## src/rtl/ps2_game_input_if.sv

```systemverilog
// Byte-stream input and game-control outputs between the PS/2 receiver,
// ps2_game_input and vga_controller.
interface ps2_game_input_if;
    logic [7:0] ps2_byte;
    logic       ps2_valid;
    logic       move_left;
    logic       move_right;
    logic       fire;
    logic       pause;

    modport master (
        output ps2_byte, ps2_valid,
        input  move_left, move_right, fire, pause
    );

    modport slave (
        input  ps2_byte, ps2_valid,
        output move_left, move_right, fire, pause
    );
endinterface

```

## src/rtl/ps2_game_input.sv

```systemverilog
// PS/2 set-2 scan-code decoder producing movement levels, a rate-limited fire
// pulse and a pause toggle for the game, all registered in the iVGA_CLK domain.
module ps2_game_input #(
    parameter int unsigned FIRE_COOLDOWN = 2500000,
    parameter int unsigned SEQ_TIMEOUT   = 250000,
    parameter logic [7:0]  KEY_LEFT      = 8'h6B,
    parameter logic [7:0]  KEY_RIGHT     = 8'h74,
    parameter logic [7:0]  KEY_FIRE      = 8'h29,
    parameter logic [7:0]  KEY_PAUSE     = 8'h4D
) (
    input  logic            iVGA_CLK,
    input  logic            iRST_n,
    ps2_game_input_if.slave bus
);
    localparam int CD_W = (FIRE_COOLDOWN > 1) ? $clog2(FIRE_COOLDOWN) : 1;
    localparam int TO_W = $clog2(SEQ_TIMEOUT + 1);
    localparam logic [CD_W-1:0] CD_LOAD  = CD_W'(FIRE_COOLDOWN - 1);
    localparam logic [TO_W-1:0] TO_LIMIT = TO_W'(SEQ_TIMEOUT);
    localparam logic [7:0] BYTE_EXT = 8'hE0;
    localparam logic [7:0] BYTE_BRK = 8'hF0;

    typedef enum logic [1:0] {S_IDLE, S_EXT, S_BRK, S_EXT_BRK} state_t;

    state_t          state_q, state_d, state_cur;
    logic [TO_W-1:0] to_cnt_q, to_cnt_d;
    logic [CD_W-1:0] cd_cnt_q, cd_cnt_d;
    logic            l_held_q, l_held_d, r_held_q, r_held_d;
    logic            f_held_q, f_held_d, p_held_q, p_held_d;
    logic            pause_q, pause_d, fire_q, fire_d;
    logic            move_left_q, move_left_d, move_right_q, move_right_d;
    logic            is_make, is_brk, is_ext;
    logic            key_left, key_right, key_fire, key_pause;

    always_comb begin
        // An expired prefix is treated as IDLE in the same cycle, so a byte
        // landing exactly on expiry decodes as a fresh byte.
        state_cur = ((state_q != S_IDLE) && (to_cnt_q == TO_LIMIT)) ? S_IDLE : state_q;
        state_d   = state_cur;
        to_cnt_d  = (state_cur == S_IDLE) ? '0 : to_cnt_q + TO_W'(1);
        is_make   = 1'b0;
        is_brk    = 1'b0;
        is_ext    = 1'b0;
        if (bus.ps2_valid) begin
            to_cnt_d = '0;
            case (state_cur)
                S_IDLE: begin
                    if (bus.ps2_byte == BYTE_EXT)      state_d = S_EXT;
                    else if (bus.ps2_byte == BYTE_BRK) state_d = S_BRK;
                    else                               is_make = 1'b1;
                end
                S_EXT: begin
                    if (bus.ps2_byte == BYTE_BRK) begin
                        state_d = S_EXT_BRK;
                    end else begin
                        is_make = 1'b1;
                        is_ext  = 1'b1;
                        state_d = S_IDLE;
                    end
                end
                S_BRK: begin
                    is_brk  = 1'b1;
                    state_d = S_IDLE;
                end
                default: begin
                    is_brk  = 1'b1;
                    is_ext  = 1'b1;
                    state_d = S_IDLE;
                end
            endcase
        end

        key_left  = (bus.ps2_byte == KEY_LEFT);
        key_right = (bus.ps2_byte == KEY_RIGHT);
        key_fire  = (bus.ps2_byte == KEY_FIRE)  && !is_ext;
        key_pause = (bus.ps2_byte == KEY_PAUSE) && !is_ext;

        l_held_d = ((is_make || is_brk) && key_left)  ? is_make : l_held_q;
        r_held_d = ((is_make || is_brk) && key_right) ? is_make : r_held_q;
        f_held_d = ((is_make || is_brk) && key_fire)  ? is_make : f_held_q;
        p_held_d = ((is_make || is_brk) && key_pause) ? is_make : p_held_q;

        // Presses during cooldown or pause are simply lost.
        fire_d   = is_make && key_fire && !f_held_q && (cd_cnt_q == '0) && !pause_q;
        cd_cnt_d = fire_d ? CD_LOAD : ((cd_cnt_q != '0) ? cd_cnt_q - CD_W'(1) : '0);
        pause_d  = pause_q ^ (is_make && key_pause && !p_held_q);

        move_left_d  = l_held_d & ~pause_d;
        move_right_d = r_held_d & ~pause_d;
    end

    always_ff @(posedge iVGA_CLK or negedge iRST_n) begin
        if (!iRST_n) begin
            state_q      <= S_IDLE;
            to_cnt_q     <= '0;
            cd_cnt_q     <= '0;
            l_held_q     <= 1'b0;
            r_held_q     <= 1'b0;
            f_held_q     <= 1'b0;
            p_held_q     <= 1'b0;
            pause_q      <= 1'b0;
            fire_q       <= 1'b0;
            move_left_q  <= 1'b0;
            move_right_q <= 1'b0;
        end else begin
            state_q      <= state_d;
            to_cnt_q     <= to_cnt_d;
            cd_cnt_q     <= cd_cnt_d;
            l_held_q     <= l_held_d;
            r_held_q     <= r_held_d;
            f_held_q     <= f_held_d;
            p_held_q     <= p_held_d;
            pause_q      <= pause_d;
            fire_q       <= fire_d;
            move_left_q  <= move_left_d;
            move_right_q <= move_right_d;
        end
    end

    assign bus.move_left  = move_left_q;
    assign bus.move_right = move_right_q;
    assign bus.fire       = fire_q;
    assign bus.pause      = pause_q;
endmodule

```

## src/flat_wrapper.sv

```systemverilog
// flat-port wrapper written by rule: the top's interface ports become plain ports
module ps2_game_input_flat 
#(
    parameter int unsigned FIRE_COOLDOWN = 2500000,
    parameter int unsigned SEQ_TIMEOUT   = 250000,
    parameter logic [7:0]  KEY_LEFT      = 8'h6B,
    parameter logic [7:0]  KEY_RIGHT     = 8'h74,
    parameter logic [7:0]  KEY_FIRE      = 8'h29,
    parameter logic [7:0]  KEY_PAUSE     = 8'h4D
)
  (iVGA_CLK, iRST_n, bus_ps2_byte, bus_ps2_valid, bus_move_left, bus_move_right, bus_fire, bus_pause);
  ps2_game_input_if bus_i ();
  input  logic iVGA_CLK;
  input  logic iRST_n;
  input wire logic [$bits(bus_i.ps2_byte)-1:0] bus_ps2_byte;
  input wire logic [$bits(bus_i.ps2_valid)-1:0] bus_ps2_valid;
  output wire logic [$bits(bus_i.move_left)-1:0] bus_move_left;
  output wire logic [$bits(bus_i.move_right)-1:0] bus_move_right;
  output wire logic [$bits(bus_i.fire)-1:0] bus_fire;
  output wire logic [$bits(bus_i.pause)-1:0] bus_pause;
  assign bus_i.ps2_byte = bus_ps2_byte;
  assign bus_i.ps2_valid = bus_ps2_valid;
  assign bus_move_left = bus_i.move_left;
  assign bus_move_right = bus_i.move_right;
  assign bus_fire = bus_i.fire;
  assign bus_pause = bus_i.pause;
  ps2_game_input #(.FIRE_COOLDOWN(FIRE_COOLDOWN), .SEQ_TIMEOUT(SEQ_TIMEOUT), .KEY_LEFT(KEY_LEFT), .KEY_RIGHT(KEY_RIGHT), .KEY_FIRE(KEY_FIRE), .KEY_PAUSE(KEY_PAUSE)) u_core (.iVGA_CLK(iVGA_CLK), .iRST_n(iRST_n), .bus(bus_i));
endmodule
```

## config.mk

```make
export PLATFORM = sky130hd
export DESIGN_NAME = ps2_game_input_flat
export DESIGN_NICKNAME = d
export VERILOG_FILES = /design/src/rtl/ps2_game_input_if.sv /design/src/rtl/ps2_game_input.sv /design/src/flat_wrapper.sv
export SDC_FILE = /design/constraint.sdc
export NUM_CORES = 1
export LEC_CHECK = 0
export ABC_AREA = 1
export CAP_MARGIN = 30
export CORE_MARGIN = 2
export CORE_UTILIZATION = 50
export DETAILED_ROUTE_END_ITERATION = 7
export GPL_TIMING_DRIVEN = 0
export HOLD_SLACK_MARGIN = 0.06
export PLACE_DENSITY_LB_ADDON = 0.05
export SKIP_CTS_REPAIR_TIMING = 1
export SLEW_MARGIN = 20
export SYNTH_ARGS = -nofsm -noshare
export SYNTH_HDL_FRONTEND = slang
export SYNTH_SLANG_ARGS = --single-unit
```

## constraint.sdc

```tcl
create_clock -name iVGA_CLK -period 5.2 [get_ports iVGA_CLK]
set_input_delay 1.04 -clock iVGA_CLK [delete_from_list [all_inputs] [get_ports iVGA_CLK]]
set_output_delay 1.04 -clock iVGA_CLK [all_outputs]
set_load 0.1 [all_outputs]
```

* Word-level counts from Yosys, hierarchy flattened *
Cells that the tools add are included.

storage, ports and cells
  memories = 0
  bits in latches = 0
  bits in read-only memories = 0
  input port bits = 11
  output and inout port bits = 4
  flip-flop bits (word level) = 50
  word-level logic and storage cells = 70
  RAM bits = 0

operators by class
  equal/unequal tests = 9
  $lt $le $gt $ge = 0
  $add $sub $neg = 2
  bitwise operators = 4
  shift operators = 0
  divide/modulo/power cells = 0
  multiplexer cells = 20
  reduce and logical (&&, ||, !) cells = 24
  multiply operators = 0

operators with widths
  operator                 count
  $mux W22                 2
  $mux W18                 2
  $eq A8 B7 Y1 const B     3
  $logic_not A22 Y1        1
  $reduce_bool A22 Y1      1
  $sub A22 B1 Y22 const B  1
  $add A18 B1 Y18 const B  1
  $eq A18 B18 Y1 const B   1
  $eq A8 B8 Y1 const B     2
  $logic_and A1 B1 Y1      13
  $mux W2                  5
  $eq A8 B6 Y1 const B     1
  $mux W1                  8
  $logic_not A1 Y1         4
  $pmux W1 S2              2
  $pmux W2 S2              1
  $reduce_or A2 Y1         2
  $and A1 B1 Y1            2
  $eq A2 B1 Y1 const B     1
  $eq A2 B2 Y1 const B     1
  $logic_not A2 Y1         1
  $reduce_bool A2 Y1       1
  $logic_or A1 B1 Y1       1
  $not A1 Y1               1
  $xor A1 B1 Y1            1

* Logic depth before layout (Yosys ltp) *
  depth after elaboration = 14
  mapped depth = 13
  depth with buffers taken out = 13

* Worst setup path before layout *
Ideal clock, no wire load.

  path type = input -> register
  start point = input port bus_ps2_byte[1]
  end point = register u_core.cd_cnt_q[18]
  setup time = 65 ps
  buffers on the path = 1
  path slack = 3,127 ps
  required time = 5,135 ps
  data arrival time = 2,008 ps
  stages = 10
  path through = nor2_1 nand2_1 nor2_1 nand2_1 nand2_1 nor2_1 nor2_2 nand4_2 buf_6 nand2_1

on the way
  cells in the longest elaborated chain, start to end = 11
  elaborated cells between the ends (all ways) = 16
  classes of those cells = 3 x eq/ne; 7 x mux; 6 x reduce/logical

RTL lines
  what                                 RTL line                                    text
  start, declared                      flat_wrapper.sv:15                          input wire logic [$bits(bus_i.ps2_byte)-1:0] bus_ps2_byte;
  $eq A8 B8 Y1                         ps2_game_input.sv:48, ps2_game_input.sv:52
  $mux W1                              ps2_game_input.sv:48, ps2_game_input.sv:52
  $pmux W1 S2                          ps2_game_input.sv:45                        case (state_cur)
  $mux W1                              ps2_game_input.sv:43                        if (bus.ps2_valid) begin
  $logic_not A1 Y1                     ps2_game_input.sv:74                        key_fire = (bus.ps2_byte == KEY_FIRE) && !is_ext;
  $logic_and A1 B1 Y1                  ps2_game_input.sv:74
  $logic_and A1 B1 Y1 * (4 in series)  ps2_game_input.sv:83                        fire_d = is_make && key_fire && !f_held_q && (cd_cnt_q == '0) && !pause_q;
  $mux W22 *                           ps2_game_input.sv:84                        cd_cnt_d = fire_d ? CD_LOAD : ((cd_cnt_q != '0) ? cd_cnt_q - CD_W'(1) : '0);
  named net u_core.cd_cnt_d[18]        ps2_game_input.sv:26                        logic [CD_W-1:0] cd_cnt_q, cd_cnt_d;
  end signal, assigned                 ps2_game_input.sv:107                       cd_cnt_q <= cd_cnt_d;
  end, declared                        ps2_game_input.sv:26

The timed path passes the listed nets; every way through them passes the cells marked *.
A chain may end at the register's enable or synchronous reset.

* Final worst setup path *
  start point = register u_core.pause_q, in the netlist u_core.bus.pause
  end point = output port bus_pause

RTL lines
  what                    RTL line               text
  start, declared         ps2_game_input.sv:29   logic pause_q, pause_d, fire_q, fire_d;
  start signal, assigned  ps2_game_input.sv:112  pause_q <= pause_d;
  end, declared           flat_wrapper.sv:20     output wire logic [$bits(bus_i.pause)-1:0] bus_pause;

No word-level cell between the ends.

==> flow_summary_export.csv <==
group,metric,value,unit
clocking,insertion_delay_to_the_later_sink_of_the_worst_skew_pair,310,ps
yosys,synth_top_family_by_area,"simple AND/OR/NAND/NOR gates",
yosys,netlist_instances,355,
yosys,synth_largest_area_cell,"sky130_fd_sc_hd__dfrtp_1",
clocking,cts_buffer_depth,2,
timing,final-setup-viol-count,0,
yosys,yosys-mux-area-fraction,0,%
yosys,synth.top_cells.by_area,"sky130_fd_sc_hd__dfrtp_1 (45%), sky130_fd_sc_hd__nor2_1 (9.7%), sky130_fd_sc_hd__nand2_1 (7.7%)",
routing,vias,2249,
yosys,synth_seq_area_share,45.1,%
floorplanning,initial_utilization,51.0,%
yosys,synth_edf_count,0,
yosys,post_synthesis_compound_gate_area_fraction,7.75,%
placement,io_buffers,13,
routing,vias_per_cell,5.02,
worst_setup_path,crit_path_max_incr_delay,1150,ps
worst_setup_path,crit_required,4160,ps
final_layout,drive_above_1_share,10.6,%
routing,antenna_nets_post_route,0,
timing,rsz0062_at_grt,"false",
yosys,synth.net_count,369,
yosys,yosysWarningCount,0,
yosys,yosys.area_share.xor_xnor,5.99,%
yosys,synth_adder_area_share,1.35,%
yosys,dominantRegCellSynth,"sky130_fd_sc_hd__dfrtp_1",
timing,report.final.slew_viol_count,0,
worst_hold_path,holdCritStartpoint,"u_core.cd_cnt_q[0]$_DFF_PN0_",
yosys,synth_area,2780,µm²
final_layout,antenna-diode-count,0,
floorplanning,row_count,27,
yosys,netlist.area_leader.share,45.1,%
worst_setup_path,ff2ff_setup_slack,3100,ps
final_layout,areaGrowthSynthToFinish,13.0,%
yosys,yosys.area_share.simple,31.5,%
placement,gpl.final_weighted_congestion,0.853,
timing,timing.final.crit_share,55.7,%
clocking,htreeDepth,2,
timing,final_period_minus_worst_setup_slack,2900,ps
worst_hold_path,min-delay-path-class,"reg2reg",
floorplanning,ioPinCount,15,
power,pwr_density_cell,256,nW/µm²
floorplanning,chip_width,78.5,µm
clocking,tritoncts.num_buffers,5,
timing,setup-tns-final,0,ps
placement,dp.cells,440,
run,max-cap-violations,0,
global_route,grt_first_pass_wirelength,9.38,mm
placement,place.detailed.hpwl,3.78,mm
routing,drt_first_pass_iters,5,
worst_setup_path,reg2reg_depth,8,
worst_setup_path,crit_path_max_fanout,4,
global_route,initial_antenna_violation_count,0,
floorplanning,coreArea,5440,µm²
power,worst_vdd_drop,0.000177,V
yosys,ys_seq_elements,50,
power,cellLeakagePower,1.32,nW
worst_hold_path,hold_depth,1,
global_route,gr-usage-all-layers,19.2,%
yosys,async_flop_share,100,%
yosys,yosysUniqueCellTypes,35,
worst_setup_path,critical_path_endpoint_category,"primary output",
global_route,pin_count_of_the_biggest_net_entering_global_routing,51,
routing,drt_drc_violations_left,0,
yosys,postSynthAreaPerCell,7.82,µm²
routing,routed_wl,5.18,mm
routing,wl_per_cell,11.6,µm
global_route,first_global_vias,2173,
timing,fin_skew,12.9,ps
floorplanning,fp.dieH,78.5,µm
global_route,grt-ovfl-total,0,
final_layout,num-fill-cells,539,
worst_setup_path,critical_path.slowest_cell,"sky130_fd_sc_hd__clkdlybuf4s50_1",
worst_hold_path,worstHoldEndpoint,"u_core.cd_cnt_q[0]$_DFF_PN0_",
routing,first_iter_violations,60,
worst_setup_path,worst_r2r_startpoint,"u_core.cd_cnt_q[0]$_DFF_PN0_",
clocking,clk_pin_slew_worst_paths,90,ps
worst_setup_path,arrival,1860,ps
final_layout,stdcell_count,448,
floorplanning,die_area,6160,µm²
clocking,tritoncts,"done",
clocking,cts.root.buffer_cell,"sky130_fd_sc_hd__clkbuf_8",
worst_setup_path,setup.worst_path.class,"reg2out",
timing,timing_hold_violations_final,0,
timing,fmaxAchievable,0.345,GHz
worst_setup_path,startpoint_type,"register",
timing,max_slew_margin,35.4,%
clocking,clock_sinks,50,
worst_setup_path,timing.critical_path.max_delay_family,"buffers and inverters",
timing,worst-slew-pin-transition,965,ps
run_status,run_status,"complete, no violations",
worst_setup_path,reg_to_reg_end,"u_core.cd_cnt_q[0]$_DFF_PN0_",
final_layout,nNetsFinal,389,
worst_setup_path,cp_cell_sequence,"clkdlybuf4s50_1",
worst_setup_path,worst-path-buf-inv,1,
-- cells by family (layout without fill, tap and decap cells) --
family,Yosys count,after routing
compound gates,33,33
flops,50,50
fa+ha+maj,3,3
simple gates,192,192
buf+inv,58,79
xor+xnor,19,19
-- registers in the layout, summed over array words and instances (netlist names) --
register / cells
u_core.bus.fire: 1
u_core.state_q: 2
u_core.bus.pause: 1
u_core.p_held_q: 1
u_core.bus.move_left: 1
u_core.f_held_q: 1
u_core.to_cnt_q: 18
u_core.bus.move_right: 1
u_core.l_held_q: 1
u_core.cd_cnt_q: 22
u_core.r_held_q: 1
-- cell usage after synthesis, types with 6 or more instances --
library cell	count
sky130_fd_sc_hd__o21ai_0	11
sky130_fd_sc_hd__nand3_1	22
sky130_fd_sc_hd__inv_2	6
sky130_fd_sc_hd__nand2_1	57
sky130_fd_sc_hd__o21ai_2	6
sky130_fd_sc_hd__nor2_1	72
sky130_fd_sc_hd__inv_1	48
sky130_fd_sc_hd__dfrtp_1	50
sky130_fd_sc_hd__xnor2_1	8
sky130_fd_sc_hd__xor2_1	11
sky130_fd_sc_hd__nand4_1	9
sky130_fd_sc_hd__a21oi_1	7
sky130_fd_sc_hd__nor3_1	10
-- worst register-to-register path: stages, from the launching register on --
cell,delay [ps]
sky130_fd_sc_hd__dfrtp_1,380
sky130_fd_sc_hd__inv_1,100
sky130_fd_sc_hd__ha_1,180
sky130_fd_sc_hd__inv_1,110
sky130_fd_sc_hd__nor4_2,370
sky130_fd_sc_hd__nand3_1,290
sky130_fd_sc_hd__inv_2,240
sky130_fd_sc_hd__buf_4,220
sky130_fd_sc_hd__o21ai_0,90
-- where the power goes --
part | total (W) | internal (W) | switching (W)
Sequential | 0.000398 | 0.000394 | 0.00000348
Clock | 0.000338 | 0.000205 | 0.000133
Combinational | 0.0000689 | 0.0000197 | 0.0000491
Total | 0.000804 | 0.000619 | 0.000185
-- worst max path at each step --
stage | startpoint | end | slack [ps] | cells after the start
3_5_place_dp | bus_ps2_byte[5] | u_core.cd_cnt_q[18]$_DFF_PN0_ | 2390 | 10
4_1_cts | u_core.bus.pause$_DFF_PN0_ | bus_pause | 2280 | 1
6_report | u_core.bus.pause$_DFF_PN0_ | bus_pause | 2300 | 1
5_1_grt | u_core.bus.pause$_DFF_PN0_ | bus_pause | 2270 | 1
2_1_floorplan | bus_ps2_byte[1] | u_core.cd_cnt_q[18]$_DFF_PN0_ | 3130 | 10
3_3_place_gp | iRST_n | u_core.l_held_q$_DFF_PN0_ | 1570 | 1
-- per-stage QoR --
step                hold slack (ps)  instance area [µm²]  total power, W  worst slack, ps  util, %
finish                          473                 3140        0.000804             2300     57.7
global route                    511                 3140        0.000838             2270     57.7
CTS                             476                 3140        0.000817             2280     57.7
detailed placement              459                 2990        0.000476             2390     55.0
global placement                456                 3000        0.000475             1570     55.1
floorplan                       436                 2780        0.000448             3130        -
-- final cells by class --
type	instances	area [µm²]	share of cell area [%]
inverter	54	203	6.46
tap	72	90.1	2.87
clock buffer	6	82.6	2.63
clock inverter	2	60.1	1.91
sequential	50	1250	39.9
buffer	4	27.5	0.878
multi-input combinational	247	1290	41.3
timing repair buffer	13	128	4.07
-- cells in the final DEF (no fill, tap or decap), types with 3 or more instances in the layout --
cell                              netlist  final
sky130_fd_sc_hd__nand2_2                3      3
sky130_fd_sc_hd__nand3_1               22     22
sky130_fd_sc_hd__o21ai_0               11     11
sky130_fd_sc_hd__nand4_1                9      9
sky130_fd_sc_hd__nor2_2                 3      3
sky130_fd_sc_hd__xor2_1                11     11
sky130_fd_sc_hd__nor3_1                10     10
sky130_fd_sc_hd__ha_1                   3      3
sky130_fd_sc_hd__o21ai_2                6      6
sky130_fd_sc_hd__nor2_1                72     72
sky130_fd_sc_hd__nor3_2                 4      4
sky130_fd_sc_hd__a21oi_1                7      7
sky130_fd_sc_hd__inv_1                 48     48
sky130_fd_sc_hd__xnor2_1                8      8
sky130_fd_sc_hd__clkbuf_8               0      6
sky130_fd_sc_hd__nor4_1                 5      5
sky130_fd_sc_hd__clkdlybuf4s50_1        0     12
sky130_fd_sc_hd__dfrtp_1               50     50
sky130_fd_sc_hd__nand2_1               57     57
sky130_fd_sc_hd__inv_2                  6      6
-- per-layer routing --
metal / routed length, µm / GRT usage [%] / vias to the layer above / part of all wire [%]
met4: 83 / 7.37 / 0 / 1.6
met5: 0 / 0 / - / 0
met2: 2420 / 30.8 / 35 / 47
li1: - / - / 1169 / -
met1: 2530 / 25.7 / 1038 / 49
met3: 147 / 3.79 / 7 / 2.8
(Power assumes the default switching activity.)
